$ cat src/rtl/rv32v_dcache_port_arbiter_pkg.sv
// Shared types for the data-cache port arbiter: ownership, FSM state and
// a packed view of one cache request.
package rv32v_dcache_port_arbiter_pkg;

  localparam int WORD_W = 32;
  localparam int BE_W   = 4;

  typedef enum logic [1:0] {
    OWN_NONE,
    OWN_SCALAR,
    OWN_VECTOR
  } dcache_owner_t;

  typedef enum logic [1:0] {
    ARB_IDLE,
    ARB_S_BUSY,
    ARB_V_BUSY,
    ARB_V_DRAIN
  } arb_state_t;

  typedef struct packed {
    logic              ren;
    logic              wen;
    logic [WORD_W-1:0] addr;
    logic [WORD_W-1:0] wdata;
    logic [BE_W-1:0]   byte_ena;
  } cache_req_t;

  // Builds a cache request; a simultaneous read and write is issued as a write.
  function automatic cache_req_t make_req(
    input logic              ren,
    input logic              wen,
    input logic [WORD_W-1:0] addr,
    input logic [WORD_W-1:0] wdata,
    input logic [BE_W-1:0]   byte_ena
  );
    cache_req_t r;
    r.ren      = ren & ~wen;
    r.wen      = wen;
    r.addr     = addr;
    r.wdata    = wdata;
    r.byte_ena = byte_ena;
    return r;
  endfunction

endpackage

$ cat src/rtl/rv32v_dcache_port_arbiter_if.sv
// One memory-port handshake bundle. The requester side uses the master
// modport, the responding side (cache, or the arbiter toward a requester)
// uses the slave modport.
interface rv32v_dcache_port_arbiter_if;
  import rv32v_dcache_port_arbiter_pkg::*;

  logic              ren;
  logic              wen;
  logic [WORD_W-1:0] addr;
  logic [WORD_W-1:0] wdata;
  logic [BE_W-1:0]   byte_ena;
  logic [WORD_W-1:0] rdata;
  logic              hit;

  modport master (
    output ren, wen, addr, wdata, byte_ena,
    input  rdata, hit
  );

  modport slave (
    input  ren, wen, addr, wdata, byte_ena,
    output rdata, hit
  );

endinterface

$ cat src/rtl/rv32v_dcache_port_arbiter.sv
// Shares the single data-cache port between the scalar memory stage and the
// vector address scheduler. Ownership is locked from grant until d_hit; the
// vector side gets priority while v_lock is set, but after MAX_VEC_BURST
// vector completions with a scalar request waiting, the scalar side is served.
module rv32v_dcache_port_arbiter
  import rv32v_dcache_port_arbiter_pkg::*;
#(
  parameter int MAX_VEC_BURST = 4,
  parameter int CNT_W         = 4
) (
  input  logic                          CLK,
  input  logic                          nRST,
  rv32v_dcache_port_arbiter_if.slave    s,
  rv32v_dcache_port_arbiter_if.slave    v,
  rv32v_dcache_port_arbiter_if.master   d,
  input  logic                          v_lock,
  input  logic                          v_flush,
  output dcache_owner_t                 owner
);

  arb_state_t    state, state_nxt;
  logic [CNT_W-1:0] burst_cnt, burst_cnt_nxt;
  cache_req_t    s_req, v_req, v_held, d_req;
  dcache_owner_t grant;
  logic          s_pend, v_pend, burst_full;
  logic          s_hit, v_hit;

  // Scalar addresses are word aligned toward the cache.
  assign s_req = make_req(s.ren, s.wen, {s.addr[WORD_W-1:2], 2'b00}, s.wdata, s.byte_ena);
  assign v_req = make_req(v.ren, v.wen, v.addr, v.wdata, v.byte_ena);

  // A flushed vector request is invisible to arbitration.
  assign s_pend     = s.ren | s.wen;
  assign v_pend     = (v.ren | v.wen) & ~v_flush;
  assign burst_full = (burst_cnt >= CNT_W'(MAX_VEC_BURST));

  // State and burst counter registers.
  always_ff @(posedge CLK or negedge nRST) begin
    if (!nRST) begin
      state     <= ARB_IDLE;
      burst_cnt <= '0;
    end else begin
      state     <= state_nxt;
      burst_cnt <= burst_cnt_nxt;
    end
  end

  // Captures the granted vector request so a flushed access can drain with
  // stable address/data after the scheduler has withdrawn it.
  always_ff @(posedge CLK) begin
    if (state == ARB_IDLE && grant == OWN_VECTOR) begin
      v_held <= v_req;
    end
  end

  // Next state, grant, cache request mux and hit routing. Reset gates
  // everything off at once so outputs go quiet without waiting for a clock.
  always_comb begin
    state_nxt = state;
    grant     = OWN_NONE;
    d_req     = '0;
    s_hit     = 1'b0;
    v_hit     = 1'b0;
    if (nRST) begin
      case (state)
        ARB_IDLE: begin
          if (v_pend && (!s_pend || (v_lock && !burst_full))) begin
            grant = OWN_VECTOR;
            d_req = v_req;
            v_hit = d.hit;
            if (!d.hit) state_nxt = ARB_V_BUSY;
          end else if (s_pend) begin
            grant = OWN_SCALAR;
            d_req = s_req;
            s_hit = d.hit;
            if (!d.hit) state_nxt = ARB_S_BUSY;
          end
        end
        ARB_S_BUSY: begin
          grant = OWN_SCALAR;
          d_req = s_req;
          s_hit = d.hit & s_pend;
          if (d.hit) state_nxt = ARB_IDLE;
        end
        ARB_V_BUSY: begin
          grant = OWN_VECTOR;
          d_req = v_held;
          if (v_flush) begin
            state_nxt = d.hit ? ARB_IDLE : ARB_V_DRAIN;
          end else begin
            v_hit = d.hit & v_pend;
            if (d.hit) state_nxt = ARB_IDLE;
          end
        end
        ARB_V_DRAIN: begin
          grant = OWN_VECTOR;
          d_req = v_held;
          if (d.hit) state_nxt = ARB_IDLE;
        end
        default: state_nxt = ARB_IDLE;
      endcase
    end
  end

  // Burst counter: counts vector completions that overtook a waiting scalar.
  always_comb begin
    burst_cnt_nxt = burst_cnt;
    if (!v_lock || v_flush || s_hit) begin
      burst_cnt_nxt = '0;
    end else if (v_hit && s_pend && !burst_full) begin
      burst_cnt_nxt = burst_cnt + CNT_W'(1);
    end
  end

  assign d.ren      = d_req.ren;
  assign d.wen      = d_req.wen;
  assign d.addr     = d_req.addr;
  assign d.wdata    = d_req.wdata;
  assign d.byte_ena = d_req.byte_ena;

  assign s.rdata = d.rdata;
  assign v.rdata = d.rdata;
  assign s.hit   = s_hit;
  assign v.hit   = v_hit;
  assign owner   = grant;

endmodule

$ cat src/flat_wrapper.sv
// flat-port wrapper written by rule: the top's interface ports become plain ports
module rv32v_dcache_port_arbiter_flat import rv32v_dcache_port_arbiter_pkg::*;
#(
  parameter int MAX_VEC_BURST = 4,
  parameter int CNT_W         = 4
)
  (CLK, nRST, v_lock, v_flush, owner, s_ren, s_wen, s_addr, s_wdata, s_byte_ena, s_rdata, s_hit, v_ren, v_wen, v_addr, v_wdata, v_byte_ena, v_rdata, v_hit, d_ren, d_wen, d_addr, d_wdata, d_byte_ena, d_rdata, d_hit);
  rv32v_dcache_port_arbiter_if s_i ();
  rv32v_dcache_port_arbiter_if v_i ();
  rv32v_dcache_port_arbiter_if d_i ();
  input  logic CLK;
  input  logic nRST;
  input  logic v_lock;
  input  logic v_flush;
  output dcache_owner_t owner;
  input wire logic [$bits(s_i.ren)-1:0] s_ren;
  input wire logic [$bits(s_i.wen)-1:0] s_wen;
  input wire logic [$bits(s_i.addr)-1:0] s_addr;
  input wire logic [$bits(s_i.wdata)-1:0] s_wdata;
  input wire logic [$bits(s_i.byte_ena)-1:0] s_byte_ena;
  output wire logic [$bits(s_i.rdata)-1:0] s_rdata;
  output wire logic [$bits(s_i.hit)-1:0] s_hit;
  input wire logic [$bits(v_i.ren)-1:0] v_ren;
  input wire logic [$bits(v_i.wen)-1:0] v_wen;
  input wire logic [$bits(v_i.addr)-1:0] v_addr;
  input wire logic [$bits(v_i.wdata)-1:0] v_wdata;
  input wire logic [$bits(v_i.byte_ena)-1:0] v_byte_ena;
  output wire logic [$bits(v_i.rdata)-1:0] v_rdata;
  output wire logic [$bits(v_i.hit)-1:0] v_hit;
  output wire logic [$bits(d_i.ren)-1:0] d_ren;
  output wire logic [$bits(d_i.wen)-1:0] d_wen;
  output wire logic [$bits(d_i.addr)-1:0] d_addr;
  output wire logic [$bits(d_i.wdata)-1:0] d_wdata;
  output wire logic [$bits(d_i.byte_ena)-1:0] d_byte_ena;
  input wire logic [$bits(d_i.rdata)-1:0] d_rdata;
  input wire logic [$bits(d_i.hit)-1:0] d_hit;
  assign s_i.ren = s_ren;
  assign s_i.wen = s_wen;
  assign s_i.addr = s_addr;
  assign s_i.wdata = s_wdata;
  assign s_i.byte_ena = s_byte_ena;
  assign s_rdata = s_i.rdata;
  assign s_hit = s_i.hit;
  assign v_i.ren = v_ren;
  assign v_i.wen = v_wen;
  assign v_i.addr = v_addr;
  assign v_i.wdata = v_wdata;
  assign v_i.byte_ena = v_byte_ena;
  assign v_rdata = v_i.rdata;
  assign v_hit = v_i.hit;
  assign d_ren = d_i.ren;
  assign d_wen = d_i.wen;
  assign d_addr = d_i.addr;
  assign d_wdata = d_i.wdata;
  assign d_byte_ena = d_i.byte_ena;
  assign d_i.rdata = d_rdata;
  assign d_i.hit = d_hit;
  rv32v_dcache_port_arbiter #(.MAX_VEC_BURST(MAX_VEC_BURST), .CNT_W(CNT_W)) u_core (.CLK(CLK), .nRST(nRST), .s(s_i), .v(v_i), .d(d_i), .v_lock(v_lock), .v_flush(v_flush), .owner(owner));
endmodule
$ cat config.mk
export PLATFORM = sky130hd
export DESIGN_NAME = rv32v_dcache_port_arbiter_flat
export DESIGN_NICKNAME = d
export VERILOG_FILES = /design/src/rtl/rv32v_dcache_port_arbiter_pkg.sv /design/src/rtl/rv32v_dcache_port_arbiter_if.sv /design/src/rtl/rv32v_dcache_port_arbiter.sv /design/src/flat_wrapper.sv
export SDC_FILE = /design/constraint.sdc
export NUM_CORES = 1
export LEC_CHECK = 0
export BUFFER_PORTS_ARGS = -buffer_cell sky130_fd_sc_hd__clkbuf_2
export CORE_AREA = 3 3 123 125
export DETAILED_ROUTE_END_ITERATION = 10
export DIE_AREA = 0 0 126 128
export PLACE_DENSITY = 0.67
export SETUP_SLACK_MARGIN = 0.4
export SYNTH_ARGS = -nofsm -noshare
export SYNTH_HDL_FRONTEND = slang
export SYNTH_SLANG_ARGS = --single-unit
$ cat constraint.sdc
create_clock -name CLK -period 3.9 [get_ports CLK]
set_clock_uncertainty 0.05 [all_clocks]
set_input_delay 0.78 -clock CLK [delete_from_list [all_inputs] [get_ports CLK]]
set_output_delay 0.78 -clock CLK [all_outputs]
set_load 0.02 [all_outputs]
==> results of run 1 <==
==> kinds of logic (layout without fill, tap and decap cells) <==
kind of cell,Yosys count,after routing,share of synthesized area
buf+inv,114,245,0.146
fa+ha+maj,1,1,0.00253
compound gates,224,224,0.368
simple gates,26,26,0.0283
flops,76,76,0.455
==> worst max-delay path by stage <==
stage / depth (start not counted) / slack, ns / startpoint / endpoint
after global placement: 7 / 0.69 / v_lock / d_byte_ena[2]
after global routing: 6 / 0.43 / u_core.state[1]$_DFFE_PN0P_ / d_byte_ena[2]
after floorplan: 4 / 0.92 / v_lock / d_addr[0]
final: 6 / 0.64 / u_core.state[1]$_DFFE_PN0P_ / d_byte_ena[3]
after detailed placement: 7 / 0.69 / v_lock / d_byte_ena[3]
after CTS: 6 / 0.59 / u_core.state[1]$_DFFE_PN0P_ / d_addr[10]
==> sequential cells by signal, summed over array words and instances, names as in the netlist <==
name and cells:
u_core.burst_cnt 4, u_core.state 2, u_core.v_held 70
==> through the flow <==
stage | hold WS (ns) | area, µm² | setup slack [ns]
2_1_floorplan | 0.434 | 4950 | 0.921
3_3_place_gp | 0.489 | 5710 | 0.687
3_5_place_dp | 0.502 | 5710 | 0.688
4_1_cts | 0.419 | 5960 | 0.595
5_1_grt | 0.438 | 5960 | 0.433
6_report | 0.431 | 5960 | 0.642
==> worst max-delay path, cell delays in order, from the launching register on <==
cell and delay, ns:
dfrtp_1 0.66, inv_2 0.08, nand2_2 0.45, buf_12 0.28, o221ai_1 0.15, a21oi_1 0.21
clkbuf_2 0.21
==> where the power goes <==
part | internal (mW) | switching (mW)
Clock | 0.424 | 0.312
Combinational | 0.292 | 0.532
Sequential | 0.920 | 0.0181
Total | 1.64 | 0.862
==> final cells by class <==
type / count / area, µm² / area share
multi-input cells: 251 / 1990 / 0.334
inverters: 4 / 15.0 / 0.00252
clock buffers: 12 / 236 / 0.0397
well taps: 180 / 225 / 0.0378
repair buffers: 225 / 1220 / 0.205
clock inverters: 4 / 16.3 / 0.00273
flip-flops and latches: 76 / 2250 / 0.378
==> metal layers <==
| layer | track usage | up-vias |
|---|---|---|
| li1 | - | 1999 |
| met1 | 0.216 | 2193 |
| met2 | 0.321 | 217 |
| met3 | 0.0433 | 46 |
| met4 | 0.0820 | 0 |
| met5 | 0 | - |
==> cells in the final DEF, fill, tap and decap left out, types with 2 or more instances in the layout <==
master	instances
a21boi_0	2
a21oi_1	69
a22oi_1	27
a22oi_2	40
a31oi_1	3
buf_12	6
buf_4	3
clkbuf_1	3
clkbuf_16	9
clkbuf_2	216
clkinv_1	3
dfrtp_1	6
edfxtp_1	70
inv_1	3
nand2_1	3
nand3_1	6
nor2_1	4
nor3b_1	2
o211a_1	2
o21ai_0	4
o21bai_1	2
o221ai_1	66
==> impl_metrics.csv, run 1 <==
group,metric,value,unit
outcome,status,"complete, no violations",
route,via_per_inst,5.92,
grt,grt_pass1_wl,23900,µm
grt,grt_max_degree,87,
floorplan,die_width,126,µm
setup_path,worstSetupPathType,"register to primary output",
timing,hold_violations,0,
grt,grt_overflow,0,
setup_path,path_max_fanout,40,
setup_path,critPathRequiredTime,3.07,ns
clocking,clockBufferDepth,2,
floorplan,io_pins,315,
yosys,async_flop_share,0.0789,
yosys,syn-cell-area,4950,µm²
clocking,clock_sinks,76,
route,drtPass1Iterations,5,
yosys,synth_seq_cells,76,
clocking,cts_tree,"done",
route,routed.top_layer,"met4",
final_layout,nNetsFinal,745,
floorplan,rows,43,
route,postRouteAntennaNets,0,
yosys,synth_cell_types,41,
yosys,yosysTopAreaCell,"edfxtp_1",
setup_path,reg2reg_depth,4,
yosys,synthCells,441,
final_layout,drive_gt1_frac,0.500,
clocking,h-tree-depth,3,
clocking,cts-root-buf,"clkbuf_16",
yosys,ys_seq_area_frac,0.455,
setup_path,rrSetupSlack,1.15,ns
clocking,hold_buffers,0,
yosys,synth_fp_nets,619,
setup_path,r2r_start,"u_core.state[1]$_DFFE_PN0P_",
route,wl_met3,1110,µm
yosys,post-synth-top-count-cell,"edfxtp_1",
final_layout,final_cell_count_no_fill,752,
grt,track_usage,0.184,
yosys,ys_warn_count,0,
final_layout,nFillCells,1372,
place,dp.final_hpwl,10800,µm
grt,antenna_found_initial,0,
grt,grt_pass1_vias,4581,
setup_path,cp-end-kind,"primary output",
yosys,synthTopCellsByArea,"edfxtp_1 42%, o221ai_1 12%, buf_4 10%",
route,met2_length,7900,µm
yosys,yosys-top-cells-count,"70 x edfxtp_1, 69 x a21oi_1, 67 x buf_4",
clocking,cts_repair_resize_count,0,
worst_hold_path,hold_path.class,"input pin to asynchronous set/reset pin",
route,met1_length,5950,µm
final_layout,syn2layout_area_growth,20.3,%
pwr,ir_drop,246,µV
setup_path,r2r_end,"u_core.v_held[51]$_DFFE_PP_",
setup_path,cp.arrival,2.43,ns
route,wl_per_cell,20.5,µm
clocking,insertion_delay,0.33,ns
pwr,p_per_area,419,nW/µm²
clocking,cts.reportedPaths.clkPinSlew,0.05,ns
timing,fin_crit_sh,0.835,
timing,slew_viol_final,0,
place,place_inst,736,
timing,rsz0062_at_grt,"no",
place,finalWeightedCongestion,0.806,
route,vias,4455,
setup_path,critPathLaunchType,"register",
timing,relSlewSlack,0.475,
yosys,synth_top_area_frac,0.424,
timing,tightest_slew,0.787,ns
route,route.detailed.drc,0,
yosys,synth_edf_count,70,
floorplan,initial_utilization,0.354,
floorplan,die_area,16100,µm²
route,drt-initial-drc-count,383,
yosys,syn_avg_cell_area,11.2,µm²
clocking,postCtsSetupBuffers,0,
final_layout,fin_util,0.426,
timing,tns,0,ns
floorplan,coreArea,14000,µm²
floorplan,die_y,128,µm
pwr,power,2.50,mW
job,cap_violations,0,
timing,setup-violations-final,0,
clocking,cts_buffers,9,
yosys,synth_ff_type,"edfxtp_1",
final_layout,diodes,0,
timing,period_needed,3.26,ns
timing,timing.fmax,307,MHz
pwr,p_leak,2.32,nW
route,wl,15400,µm
place,portBuffers,216,
No activity file was read; power rests on OpenSTA's default activity.
==> run 2: changes to the inputs <==
==> constraint.sdc (replaced) <==
create_clock -name CLK -period 3.2 [get_ports CLK]
set_clock_uncertainty 0.05 [all_clocks]
set_input_delay 0.64 -clock CLK [delete_from_list [all_inputs] [get_ports CLK]]
set_output_delay 0.64 -clock CLK [all_outputs]
set_load 0.02 [all_outputs]
==> impl_metrics.csv, run 2 (synthesis gave the netlist of run 1 again) <==
group,metric,value,unit
grt,grt_use_met1,0.221,
setup_path,path_max_fanout,7,
timing,hold_violations,0,
pwr,p_per_area,530,nW/µm²
place,portBuffers,216,
setup_path,reg2reg_depth,6,
grt,grt_pass1_vias,4724,
setup_path,critPathLaunchType,"input pin",
final_layout,nNetsFinal,761,
clocking,cts.reportedPaths.clkPinSlew,0.06,ns
final_layout,top_register,"u_core.v_held",
floorplan,coreArea,14000,µm²
place,finalWeightedCongestion,0.781,
floorplan,die_width,126,µm
timing,tns,0,ns
setup_path,r2r_start,"u_core.burst_cnt[2]$_DFFE_PN0P_",
route,wl,16400,µm
place,place_inst,743,
final_layout,largest_reg_flops,70,
clocking,cts_tree,"done",
clocking,hold_buffers,0,
setup_path,worstSetupPathType,"input pin to primary output",
route,postRouteAntennaNets,0,
final_layout,top_regs,"u_core.v_held: 70 flops, u_core.burst_cnt: 4 flops, u_core.state: 2 flops",
job,cap_violations,0,
floorplan,die_area,16100,µm²
outcome,status,"complete, no violations",
grt,antenna_found_initial,0,
route,wl_per_cell,21.3,µm
timing,fin_crit_sh,0.891,
grt,track_usage,0.193,
setup_path,cp.arrival,2.16,ns
route,route.detailed.drc,0,
final_layout,final_common_cell,"clkbuf_2",
pwr,power,3.44,mW
grt,grt.busiest_layer,"met2",
clocking,clock_sinks,76,
clocking,clockBufferDepth,2,
route,via_per_inst,5.89,
floorplan,initial_utilization,0.354,
clocking,cts-root-buf,"clkbuf_16",
setup_path,cp-end-kind,"primary output",
setup_path,cp-startpoint,"v_lock",
setup_path,critPathRequiredTime,2.51,ns
timing,period_needed,2.85,ns
timing,rsz0062_at_grt,"yes",
timing,setup_slack,0.350,ns
clocking,h-tree-depth,3,
grt,grt_overflow,0,
final_layout,final_cell_mix,"153 x clkbuf_2, 70 x edfxtp_1, 66 x o221ai_1",
route,vias,4521,
timing,timing.fmax,351,MHz
timing,slew_viol_final,0,
floorplan,rows,43,
timing,tightest_slew,0.532,ns
place,post-place-ws,0.197,ns
place,dp.final_hpwl,11400,µm
route,drtPass1Iterations,5,
final_layout,drive_gt1_frac,0.549,
route,drt-initial-drc-count,269,
worst_hold_path,hold_path.class,"input pin to asynchronous set/reset pin",
final_layout,diodes,0,
setup_path,rrSetupSlack,0.86,ns
floorplan,io_pins,315,
final_layout,syn2layout_area_growth,30.9,%
pwr,p_leak,2.52,nW
grt,use_met2,0.330,
setup_path,r2r_end,"u_core.v_held[59]$_DFFE_PP_",
grt,grt_pass1_wl,24800,µm
clocking,insertion_delay,0.34,ns
floorplan,die_y,128,µm
final_layout,final_cell_count_no_fill,768,
timing,setup-violations-final,0,
timing,relSlewSlack,0.640,
pwr,ir_drop,271,µV
grt,gr-usage-met3,0.0500,
clocking,cts_buffers,9,
grt,grt_max_degree,87,
## run 2: critical path: stages
cell and delay, ns:
clkbuf_8 0.10, or3b_4 0.42, a21oi_4 0.18, buf_12 0.17, bufbuf_16 0.29, a22oi_2 0.06
a21oi_2 0.15, buf_6 0.14
## run 2: worst max-delay path by stage
stage / endpoint / slack [ns] / cells after the start
final: d_addr[18] / 0.35 / 8
after global routing: d_addr[27] / 0.29 / 7
after CTS: d_addr[22] / 0.32 / 7
after detailed placement: d_wdata[14] / 0.20 / 7
after global placement: d_wdata[0] / 0.25 / 7
after floorplan: d_addr[0] / 0.50 / 4
## run 2: final cells by class
| cell class | count | area, µm² |
|---|---|---|
| Fill cell | 1341 | 7510 |
| Sequential cell | 76 | 2250 |
| Multi-Input combinational cell | 251 | 2070 |
| Timing Repair Buffer | 241 | 1590 |
| Clock buffer | 10 | 229 |
| Tap cell | 180 | 225 |
| Clock inverter | 6 | 103 |
| Inverter | 4 | 15.0 |
## run 2: repair_timing
action,4_1_cts,5_1_grt
endpoints found under the setup margin,69,69
resized for setup,41,104
pin swaps,15,21
gates cloned,3,0
setup buffers,4,2
## run 2: where the power goes
part           internal [mW]  total [mW]  switching [mW]
Clock                  0.755        1.15           0.398
Combinational          0.458        1.14           0.687
Sequential              1.12        1.14          0.0160
Total                   2.33        3.44            1.10
## run 2: metrics by stage
step | area [µm²] | hold slack, ns | util
2_1_floorplan | 4950 | 0.294 | -
3_3_place_gp | 5740 | 0.480 | 0.410
3_5_place_dp | 5740 | 0.496 | 0.410
4_1_cts | 6330 | 0.276 | 0.452
5_1_grt | 6480 | 0.297 | 0.463
6_report | 6480 | 0.239 | 0.463
## run 2: per-layer routing
| metal | vias up | share of wire |
|---|---|---|
| met5 | - | 0 |
| met4 | 0 | 0.039 |
| met3 | 60 | 0.075 |
| met2 | 214 | 0.51 |
| met1 | 2215 | 0.37 |
| li1 | 2032 | - |
==> run 3: changes to the inputs <==
--- a/config.mk
+++ b/config.mk
@@ -6,10 +6,11 @@
 export NUM_CORES = 1
 export LEC_CHECK = 0
 export BUFFER_PORTS_ARGS = -buffer_cell sky130_fd_sc_hd__clkbuf_2
-export CORE_AREA = 3 3 123 125
+export CORE_AREA = 3 3 122 124
+export CTS_CLUSTER_SIZE = 24
 export DETAILED_ROUTE_END_ITERATION = 10
-export DIE_AREA = 0 0 126 128
-export PLACE_DENSITY = 0.67
+export DIE_AREA = 0 0 125 127
+export PLACE_DENSITY = 0.68
 export SETUP_SLACK_MARGIN = 0.4
 export SYNTH_ARGS = -nofsm -noshare
 export SYNTH_HDL_FRONTEND = slang
==> impl_metrics.csv, run 3 (synthesis gave the netlist of run 1 again) <==
group,metric,value,unit
outcome,status,"complete, no violations",
setup_path,worstSetupPathType,"input pin to primary output",
setup_path,cp_num_buf_inv,5,
pwr,combPwrFrac,0.360,
setup_path,critPathLaunchType,"input pin",
setup_path,worstPathCellList,"clkbuf_2 -> or3b_4 -> a21oi_4 -> buf_8 -> buf_12 -> buf_16 -> a22oi_2 -> a21oi_2 -> clkbuf_8",
clocking,cts.reportedPaths.clkPinSlew,0.05,ns
timing,setup-violations-final,0,
floorplan,die_y,127,µm
timing,slew_viol_final,0,
final_layout,final_cell_count_no_fill,768,
pwr,sw_frac_of_total,0.333,
job,cap_violations,0,
grt,grt_max_degree,87,
pwr,internal_power,2.17,mW
pwr,p_sw,1.09,mW
floorplan,die_area,15900,µm²
timing,relSlewSlack,0.623,
final_layout,fin_util,0.472,
setup_path,cp_top_family,"buffers and inverters",
floorplan,die_width,125,µm
clocking,cts_tree,"done",
pwr,ir_drop,429,µV
clocking,cts-root-buf,"clkbuf_16",
final_layout,syn2layout_area_growth,32.3,%
clocking,h-tree-depth,3,
worst_hold_path,hold_path.class,"input pin to asynchronous set/reset pin",
grt,track_usage,0.188,
timing,rsz0062_at_grt,"yes",
pwr,p_clk_frac,0.288,
timing,holdWs,0.275,ns
timing,period_needed,2.88,ns
pwr,power,3.26,mW
place,finalWeightedCongestion,0.798,
clocking,clockBufferDepth,2,
final_layout,final_common_cell,"clkbuf_2",
route,drt-initial-drc-count,334,
timing,timing.fmax,348,MHz
clocking,cts_buffers,9,
final_layout,nNetsFinal,761,
grt,antenna_found_initial,0,
route,via_per_inst,5.97,
pwr,p_leak,2.53,nW
clocking,clock_sinks,76,
final_layout,drive_gt1_frac,0.561,
timing,tns,0,ns
route,wl,16100,µm
setup_path,cp.arrival,2.19,ns
floorplan,coreArea,13900,µm²
floorplan,initial_utilization,0.357,
final_layout,largest_reg_flops,70,
route,drtPass1Iterations,5,
setup_path,critical_path.max_stage_delay,0.43,ns
timing,fin_crit_sh,0.899,
pwr,seq_power_share,0.351,
grt,grt_pass1_wl,24000,µm
setup_path,cp_slowest_cell,"or3b_4",
setup_path,cp-end-kind,"primary output",
route,postRouteAntennaNets,0,
floorplan,rows,43,
clocking,insertion_delay,0.33,ns
final_layout,final_cell_mix,"148 x clkbuf_2, 70 x edfxtp_1, 66 x o221ai_1, 66 x buf_4, 50 x a21oi_1",
setup_path,path_max_fanout,5,
setup_path,critPathRequiredTime,2.51,ns
route,wl_per_cell,21.0,µm
timing,tightest_slew,0.556,ns
place,portBuffers,216,
place,place_inst,739,
grt,grt_pass1_vias,4588,
route,vias,4588,
pwr,p_per_area,497,nW/µm²
final_layout,diodes,0,
place,dp.final_hpwl,10600,µm
timing,hold_violations,0,
floorplan,io_pins,315,
final_layout,top_register,"u_core.v_held",
final_layout,top_regs,"u_core.v_held: 70 flops, u_core.burst_cnt: 4 flops, u_core.state: 2 flops",
route,route.detailed.drc,0,
grt,grt_overflow,0,
-- run 3: power groups by stage --
stage / registers [mW] / logic, mW / clock network (mW)
6_report: 1.14 / 1.17 / 0.939
5_1_grt: 1.15 / 1.25 / 1.01
4_1_cts: 1.14 / 1.07 / 0.976
3_5_place_dp: 1.16 / 1.01 / 0
3_3_place_gp: 1.16 / 0.989 / 0
2_1_floorplan: 1.15 / 0.753 / 0
-- run 3: worst paths after layout --
| check | start | end | slack (ns) | cells past startpoint |
|---|---|---|---|---|
| min in group CLK | v_byte_ena[0] | u_core.v_held[0]$_DFFE_PP_ | 0.44 | 1 |
| setup / recovery | v_lock | d_addr[29] | 0.32 | 9 |
| setup reg to reg | u_core.burst_cnt[2]$_DFFE_PN0P_ | u_core.v_held[18]$_DFFE_PP_ | 0.78 | 7 |
| hold reg to reg | u_core.burst_cnt[1]$_DFFE_PN0P_ | u_core.burst_cnt[1]$_DFFE_PN0P_ | 0.52 | 2 |
| max in group asynchronous | nRST | u_core.state[1]$_DFFE_PN0P_ | 2.52 | 2 |
| hold / removal | nRST | u_core.burst_cnt[2]$_DFFE_PN0P_ | 0.28 | 2 |
-- run 3: final cells by class --
cell class	instances	area (µm²)
tap	180	225
timing repair buffer	241	1700
multi-input combinational	251	2090
sequential	76	2250
inverter	4	15.0
clock buffer	14	264
fill	1286	7330
clock inverter	2	10.0
-- run 3: routing by layer --
metal | up-vias | GRT usage | share of wire
met5 | - | 0 | 0
li1 | 2031 | - | -
met2 | 259 | 0.339 | 0.53
met3 | 49 | 0.0640 | 0.082
met4 | 0 | 0.0702 | 0.019
met1 | 2249 | 0.206 | 0.36
-- run 3: metrics by stage --
stage / setup WS (ns) / cell area [µm²]
floorplan: 0.501 / 4950
global placement: 0.212 / 5730
detailed placement: 0.176 / 5730
CTS: 0.303 / 6240
global route: 0.266 / 6550
finish: 0.324 / 6550
-- run 3: repair_timing --
action | in CTS | in global routing
buffers inserted | 5 | 2
pin swaps | 8 | 35
cloned | 3 | 3
hold buffers | 0 | 0
endpoints found under the setup margin | 69 | 70
gates resized for setup | 37 | 133
